--- src/rtl/fft_frame_counter.sv ---
// Start/stop beat counter that sequences FFT frames: counts valid beats up to a
// threshold latched at start. Optional frame counter enabled by FFT_CNT_FRAME_CNT_EN.
module fft_frame_counter #(
  parameter int CNT_W = 8,
  parameter int FRM_W = 4
) (
  input  logic             clk,
  input  logic             rst,
  input  logic [CNT_W-1:0] thresh,
  input  logic             mode,
  input  logic             start,
  input  logic             stop,
  input  logic             valid,
  output logic [CNT_W-1:0] cnt,
  output logic             not_zero,
  output logic             full,
  output logic             busy,
  output logic             err,
  output logic [FRM_W-1:0] frame_cnt
);

  typedef enum logic {
    IDLE = 1'b0,
    RUN  = 1'b1
  } state_t;

  state_t           r_state;
  state_t           w_state_nxt;
  logic [CNT_W-1:0] r_cnt;
  logic [CNT_W-1:0] w_cnt_nxt;
  logic [CNT_W-1:0] r_thr;
  logic [CNT_W-1:0] w_thr_nxt;
  logic             r_mode;
  logic             w_mode_nxt;
  logic             r_full;
  logic             w_full_nxt;
  logic             r_err;
  logic             w_err_nxt;
  logic             r_not_zero;
  logic             r_busy;
  logic             w_last_beat;

  // cnt never exceeds r_thr-1, so the equality test alone marks the frame end
  assign w_last_beat = (r_cnt == (r_thr - CNT_W'(1)));

  always_comb begin
    w_state_nxt = r_state;
    w_cnt_nxt   = r_cnt;
    w_thr_nxt   = r_thr;
    w_mode_nxt  = r_mode;
    w_full_nxt  = 1'b0;
    w_err_nxt   = 1'b0;
    case (r_state)
      IDLE: begin
        if (!stop && start) begin
          if (thresh != '0) begin
            w_thr_nxt   = thresh;
            w_mode_nxt  = mode;
            w_cnt_nxt   = '0;
            w_state_nxt = RUN;
          end else begin
            w_err_nxt = 1'b1;
          end
        end
      end
      RUN: begin
        if (stop) begin
          w_cnt_nxt   = '0;
          w_state_nxt = IDLE;
        end else if (valid) begin
          if (w_last_beat) begin
            w_cnt_nxt   = '0;
            w_full_nxt  = 1'b1;
            w_state_nxt = r_mode ? RUN : IDLE;
          end else begin
            w_cnt_nxt = r_cnt + CNT_W'(1);
          end
        end
      end
      default: w_state_nxt = IDLE;
    endcase
  end

  always_ff @(posedge clk) begin
    if (rst) begin
      r_state    <= IDLE;
      r_cnt      <= '0;
      r_thr      <= '0;
      r_mode     <= 1'b0;
      r_full     <= 1'b0;
      r_err      <= 1'b0;
      r_not_zero <= 1'b0;
      r_busy     <= 1'b0;
    end else begin
      r_state    <= w_state_nxt;
      r_cnt      <= w_cnt_nxt;
      r_thr      <= w_thr_nxt;
      r_mode     <= w_mode_nxt;
      r_full     <= w_full_nxt;
      r_err      <= w_err_nxt;
      r_not_zero <= (w_cnt_nxt != '0);
      r_busy     <= (w_state_nxt == RUN);
    end
  end

`ifdef FFT_CNT_FRAME_CNT_EN
  logic [FRM_W-1:0] r_frame_cnt;

  // Wraps naturally; only reset clears it, so stop leaves the history intact
  always_ff @(posedge clk) begin
    if (rst) begin
      r_frame_cnt <= '0;
    end else if (w_full_nxt) begin
      r_frame_cnt <= r_frame_cnt + FRM_W'(1);
    end
  end

  assign frame_cnt = r_frame_cnt;
`else
  assign frame_cnt = '0;
`endif

  assign cnt      = r_cnt;
  assign not_zero = r_not_zero;
  assign full     = r_full;
  assign busy     = r_busy;
  assign err      = r_err;

endmodule
--- config.mk ---
export PLATFORM = sky130hd
export DESIGN_NAME = fft_frame_counter
export DESIGN_NICKNAME = d
export VERILOG_FILES = /design/src/rtl/fft_frame_counter.sv
export SDC_FILE = /design/constraint.sdc
export NUM_CORES = 1
export LEC_CHECK = 0
export BUFFER_PORTS_ARGS = -buffer_cell sky130_fd_sc_hd__buf_2
export CORE_MARGIN = 5
export CORE_UTILIZATION = 50
export CTS_CLUSTER_SIZE = 30
export DETAILED_ROUTE_END_ITERATION = 16
export PLACE_DENSITY_LB_ADDON = 0.1
export SETUP_SLACK_MARGIN = 0.1
export SYNTH_ARGS = -nofsm -noshare
export SYNTH_HDL_FRONTEND = slang
export SYNTH_SLANG_ARGS = --single-unit
--- constraint.sdc ---
create_clock -name clk -period 2.6 [get_ports clk]
set_input_delay 0.13 -clock clk [delete_from_list [all_inputs] [get_ports clk]]
set_output_delay 0.13 -clock clk [all_outputs]
set_load 0.02 [all_outputs]
# [Word-level counts from Yosys, hierarchy flattened]
# Index checks and enable logic that the tools add are counted.
[totals] ramBits=0 romBits=0 latch_bits=0 n_memories=0 out_inout_bits=16 inputBits=14 ff_bits=21
[classes] bitwise_logic=3 n_lt_le_gt_ge=0 n_div=0 n_mul=0 n_shift=0 reduce_logical=7 eq_ne=1 addsub=2 muxes=15
[ops] cell="2-to-1 mux 8 bit" count=5
[ops] cell="one-hot mux 8 bit (2 select lines)" count=1
[ops] cell="nonzero test 8 bit" count=2
[ops] cell="adder 8 x 1 -> 8 bit, second input constant" count=1
[ops] cell="equality test 8 bit" count=1
[ops] cell="2-to-1 mux 1 bit" count=8
[ops] cell="subtractor 8 x 1 -> 8 bit, second input constant" count=1
[ops] cell="OR reduction 4 bit" count=1
[ops] cell="NOT 1 bit" count=3
[ops] cell="AND reduction 3 bit" count=1
[ops] cell="OR reduction 3 bit" count=1
[ops] cell="one-hot mux 1 bit (2 select lines)" count=1
[ops] cell="logical AND 1 bit" count=1
[ops] cell="zero test 1 bit" count=1

# [Longest topological paths before layout]
[logic_depth] ltp_word=7 mapped_depth=12 ltp_nobuf=8

# [Least setup slack after synthesis]
# Ideal clock, no wire load.
[synth_path] kind="register to register" startpoint="register r_thr[0]" endpoint="register r_not_zero, in the netlist not_zero" arrival_time_ns=2.172 setup_ns=0.137 stages_incl_launch_ff=13 period_less_slack_ns=2.309 n_path_buf=4 slack_ns=0.291 cell_sequence="dfxtp_1 -> clkbuf_1 -> inv_1 -> ha_1 -> clkbuf_2 -> o21ba_2 -> a221oi_1 -> a41oi_1 -> a211o_1 -> buf_6 -> buf_8 -> a22oi_4 -> a41oi_2"
[synth_between] elab_chain_len=7
[synth_rtl] item="from (decl)" line="31" source="logic [CNT_W-1:0] r_thr;"
[synth_rtl] item="from (signal assigned)" line="97" source="r_thr <= w_thr_nxt;"
[synth_rtl] item="subtractor 8 x 1 -> 8 bit" line="44" source="assign w_last_beat = (r_cnt == (r_thr - CNT_W'(1)));"
[synth_rtl] item="equality test 8 bit" line="44"
[synth_rtl] item="2-to-1 mux 8 bit" line="71" source="if (w_last_beat) begin"
[synth_rtl] item="2-to-1 mux 8 bit" line="70" source="end else if (valid) begin"
[synth_rtl] item="2-to-1 mux 8 bit" line="67" source="if (stop) begin"
[synth_rtl] item="one-hot mux 8 bit (2 select lines)" line="53" source="case (r_state)"
[synth_rtl] item="nonzero test 8 bit" line="101" source="r_not_zero <= (w_cnt_nxt != '0);"
[synth_rtl] item="to (signal assigned)" line="101"
[synth_rtl] item="to (decl)" line="39" source="logic r_not_zero;"
# No other way between the ends.
# A chain may end at the register's enable or synchronous reset.

# [Final worst setup path]
[layout_path] startpoint="register r_thr[0]" endpoint="register r_cnt[3], in the netlist cnt[3]"
[layout_between] elab_chain_len=6
[layout_rtl] item="subtractor 8 x 1 -> 8 bit" line="44"
[layout_rtl] item="equality test 8 bit" line="44"
[layout_rtl] item="2-to-1 mux 8 bit" line="71"
[layout_rtl] item="2-to-1 mux 8 bit" line="70"
[layout_rtl] item="2-to-1 mux 8 bit" line="67"
[layout_rtl] item="one-hot mux 8 bit (2 select lines)" line="53"
[layout_rtl] item="to (signal assigned)" line="96" source="r_cnt <= w_cnt_nxt;"
[layout_rtl] item="to (decl)" line="29" source="logic [CNT_W-1:0] r_cnt;"
# No other way between the ends.

==> results.md <==
* Slew @ Worst Pin at 0.597 ns
* Min Hold Slack at 0.0309 ns
* Count of cell types in the netlist at 50
* Final setup fails at 0
* Fin. max-slew vios at 0
* Final WL at 3.45 mm
* Clock root cell: clkbuf_4
* Die area at 4080 um^2
* Synth top cells by count: dfxtp_1 (21), nor2_1 (17), mux2i_1 (9), nand3_1 (9)
* Synth Register Bits at 21
* Hold Vio Cnt, Final at 0
* Crit path DAT at 2.56 ns
* CP startpoint: r_thr[0]$_SDFFE_PP0P_
* Max incr delay on CP at 0.42 ns
* Worst Path Max Fanout at 11
* Final net count at 211
* CP required at 2.77 ns
* CTS sink count at 21
* Via Count at 1411
* Max-slew headroom at 60.1%
* Final Critical Period at 2.39 ns
* WS Path Type: flip-flop to flip-flop
* Initial antenna violation count at 0
* FF-to-FF setup slack at 0.21 ns
* Pin count of the biggest net entering global routing at 22
* Reg2Reg Depth at 9
* Avg WL per Cell at 15.3 um
* Seq/Total Area, Yosys at 29.0%
* Number of DRC markers in iteration 0 at 120
* GRT Overall Usage at 17.4%
* CTS Buf Count at 3
* Clk_lat worst skew at 0.30 ns
* Critical path launch point type: flip-flop
* First-pass GRT wire length at 5.91 mm
* Synth Instances at 176
* Core area at 2760 um^2
* Syn_area_per_cell at 8.25 um^2
* # fillers at 271
* Buffers on Ports at 25
* Max_cap viols at 0
* F_max at 419 MHz
* RD Place Congestion at 0.903
* Initial DRT Pass Iterations at 4
* Register area at 423 um^2
* Crit path to: cnt[3]$_SDFF_PP0_
* Hold Crit Class: input port to flip-flop
* Synth Cell Area at 1450 um^2
* Synthesis Warnings at 0
* Crit end category: flip-flop
* Total gr overflow at 0
* Multi-input gate area at 902 um^2
* Most numerous cell in the Yosys netlist: dfxtp_1
* R2r endpoint: cnt[3]$_SDFF_PP0_
* Asr flop ratio synth at 0%
* Main synth FF type: dfxtp_1
* Placed Instance Area at 1550 um^2
* Detail Route Antenna Nets at 0
* Hold path startpoint: stop
* CTS H-Tree Depth at 1
* Die Wd at 63.9 um
* Initial core utilization at 52.6%
* Layout cells sized above 1 at 22.2%
* Die Span Y at 63.9 um
* Row cnt at 19
* Synth top area cells: dfxtp_1 (29%), mux2i_1 (6.2%), nor2_1 (4.4%)
* Maximum vdd drop at 0.312 mV
* Post-synth EDFFs at 0
* HPWL Detailed at 2.65 mm
* Reg2reg start: r_thr[0]$_SDFFE_PP0P_
* Number of global-route vias before repair at 1298
* Leakage power at 0.000627 uW
* Final period util at 91.8%
* Via density at 6.27
* Clock buffer depth at 2
* I/O pin total at 30
* Reg clk slew, reported paths at 0.12 ns
* Setup TNS at 0 ns
* Cells along the critical path: inv_1 > ha_1 > o21ba_2 > a221oi_1 > a41oi_1 > a211o_2 > buf_4 > a31oi_1 > a311oi_1
* Post-route DRC at 0
* RSZ-0062 raised after global routing: no
* CTS tree: built
* Share of the synthesized area in the top cell type at 29.0%
* Finished Cell Area at 1580 um^2
* Clock skew at 0.00532 ns
* Worst path slowest cell: dfxtp_2
* P per Cell Area at 384 nW/um^2
* CTS Hold Bufs at 0
* Status: finished clean
* Synth-to-layout area growth at 9.14%
* # diodes at 0
* Cell taking the most area after synthesis: dfxtp_1
==> logic make-up (layout without fill, tap and decap cells) <==
group,count (synthesis),count (layout),synth area share [%]
mux,9,9,6.21
xor+xnor,9,9,5.43
fa+ha+maj,2,2,1.72
buf+inv,26,41,9.74
other cells,1,4,0.258
compound gates,45,45,23.5
simple gates,63,63,24.1
flops,21,21,29.0
==> metal layers <==
| layer | global-route usage (%) | vias up | routed length [um] |
|---|---|---|---|
| met5 | 0 | - | 0 |
| met4 | 5.97 | 0 | 63 |
| met3 | 2.98 | 8 | 198 |
| met2 | 27.6 | 45 | 1590 |
| met1 | 23.5 | 665 | 1590 |
| li1 | - | 693 | - |
==> report_power, final <==
part	leakage, uW	total [uW]	switching (uW)	internal, uW
Sequential	0.000171	344	13.4	331
Clock	0.0000177	157	99.8	57.4
Combinational	0.000438	107	61.4	45.4
Total	0.000627	608	175	434
==> cell usage in the layout (no fill, tap or decap), drive strengths merged, types with 2 or more instances in the layout <==
| master | synthesis | layout |
|---|---|---|
| nand3b | 2 | 2 |
| and3 | 3 | 3 |
| nor4 | 3 | 3 |
| nand2b | 2 | 2 |
| nand3 | 9 | 9 |
| a21oi | 7 | 7 |
| o21ai | 7 | 7 |
| inv | 6 | 6 |
| nor2 | 18 | 18 |
| conb | 1 | 4 |
| buf | 11 | 31 |
| nand4 | 4 | 4 |
| and4 | 3 | 3 |
| a311oi | 7 | 7 |
| mux2i | 9 | 9 |
| ha | 2 | 2 |
| nand2 | 8 | 8 |
| dfxtp | 21 | 21 |
| xnor2 | 3 | 3 |
| or4 | 3 | 3 |
| a211oi | 2 | 2 |
| a22oi | 2 | 2 |
| a41oi | 4 | 4 |
| clkbuf | 9 | 3 |
| a31oi | 5 | 5 |
| nor3 | 4 | 4 |
| xor2 | 6 | 6 |
| o31ai | 2 | 2 |
==> worst min-delay path by stage <==
stage	endpoint	slack, ns	cells past startpoint
after floorplan	full$_SDFF_PP0_	0.21	1
after global placement	full$_SDFF_PP0_	0.35	2
after detailed placement	full$_SDFF_PP0_	0.36	2
after CTS	full$_SDFF_PP0_	0.02	2
after global routing	full$_SDFF_PP0_	0.009	2
final	full$_SDFF_PP0_	0.03	2
==> through the flow <==
stage / power [uW] / cells / util (%) / setup slack [ns]
floorplan: 433 / 179 / - / 0.291
global placement: 454 / 220 / 56.0 / 0.286
detailed placement: 457 / 220 / 56.0 / 0.145
CTS: 614 / 224 / 57.0 / 0.117
global route: 648 / 225 / 57.4 / 0.0977
finish: 608 / 225 / 57.4 / 0.214
==> registers in the layout (all words and copies together), names as in the netlist <==
register  count
busy          1
cnt           8
err           1
full          1
not_zero      1
r_mode        1
r_thr         8
==> worst max-delay path, delay by kind of cell (launching register included) <==
kind / cells / cell delay, ns
buffers and inverters: 2 / 0.25
adder cells (fa/ha/maj): 1 / 0.30
AO/OA/AOI/OAI: 6 / 1.28
flip-flops: 1 / 0.42
==> repair_timing <==
action	CTS	global route
resized for setup	0	3
buffers inserted	0	1
setup endpoints to repair	0	8
==> final cells by class <==
cell class | instances | area share [%]
Multi-Input combinational cell | 132 | 57.0
Sequential cell | 21 | 26.7
Timing Repair Buffer | 31 | 10.7
Tap cell | 31 | 2.45
Clock buffer | 3 | 1.42
Inverter | 6 | 1.42
Clock inverter | 1 | 0.316
Note: power is estimated with default switching activity, not from simulation.
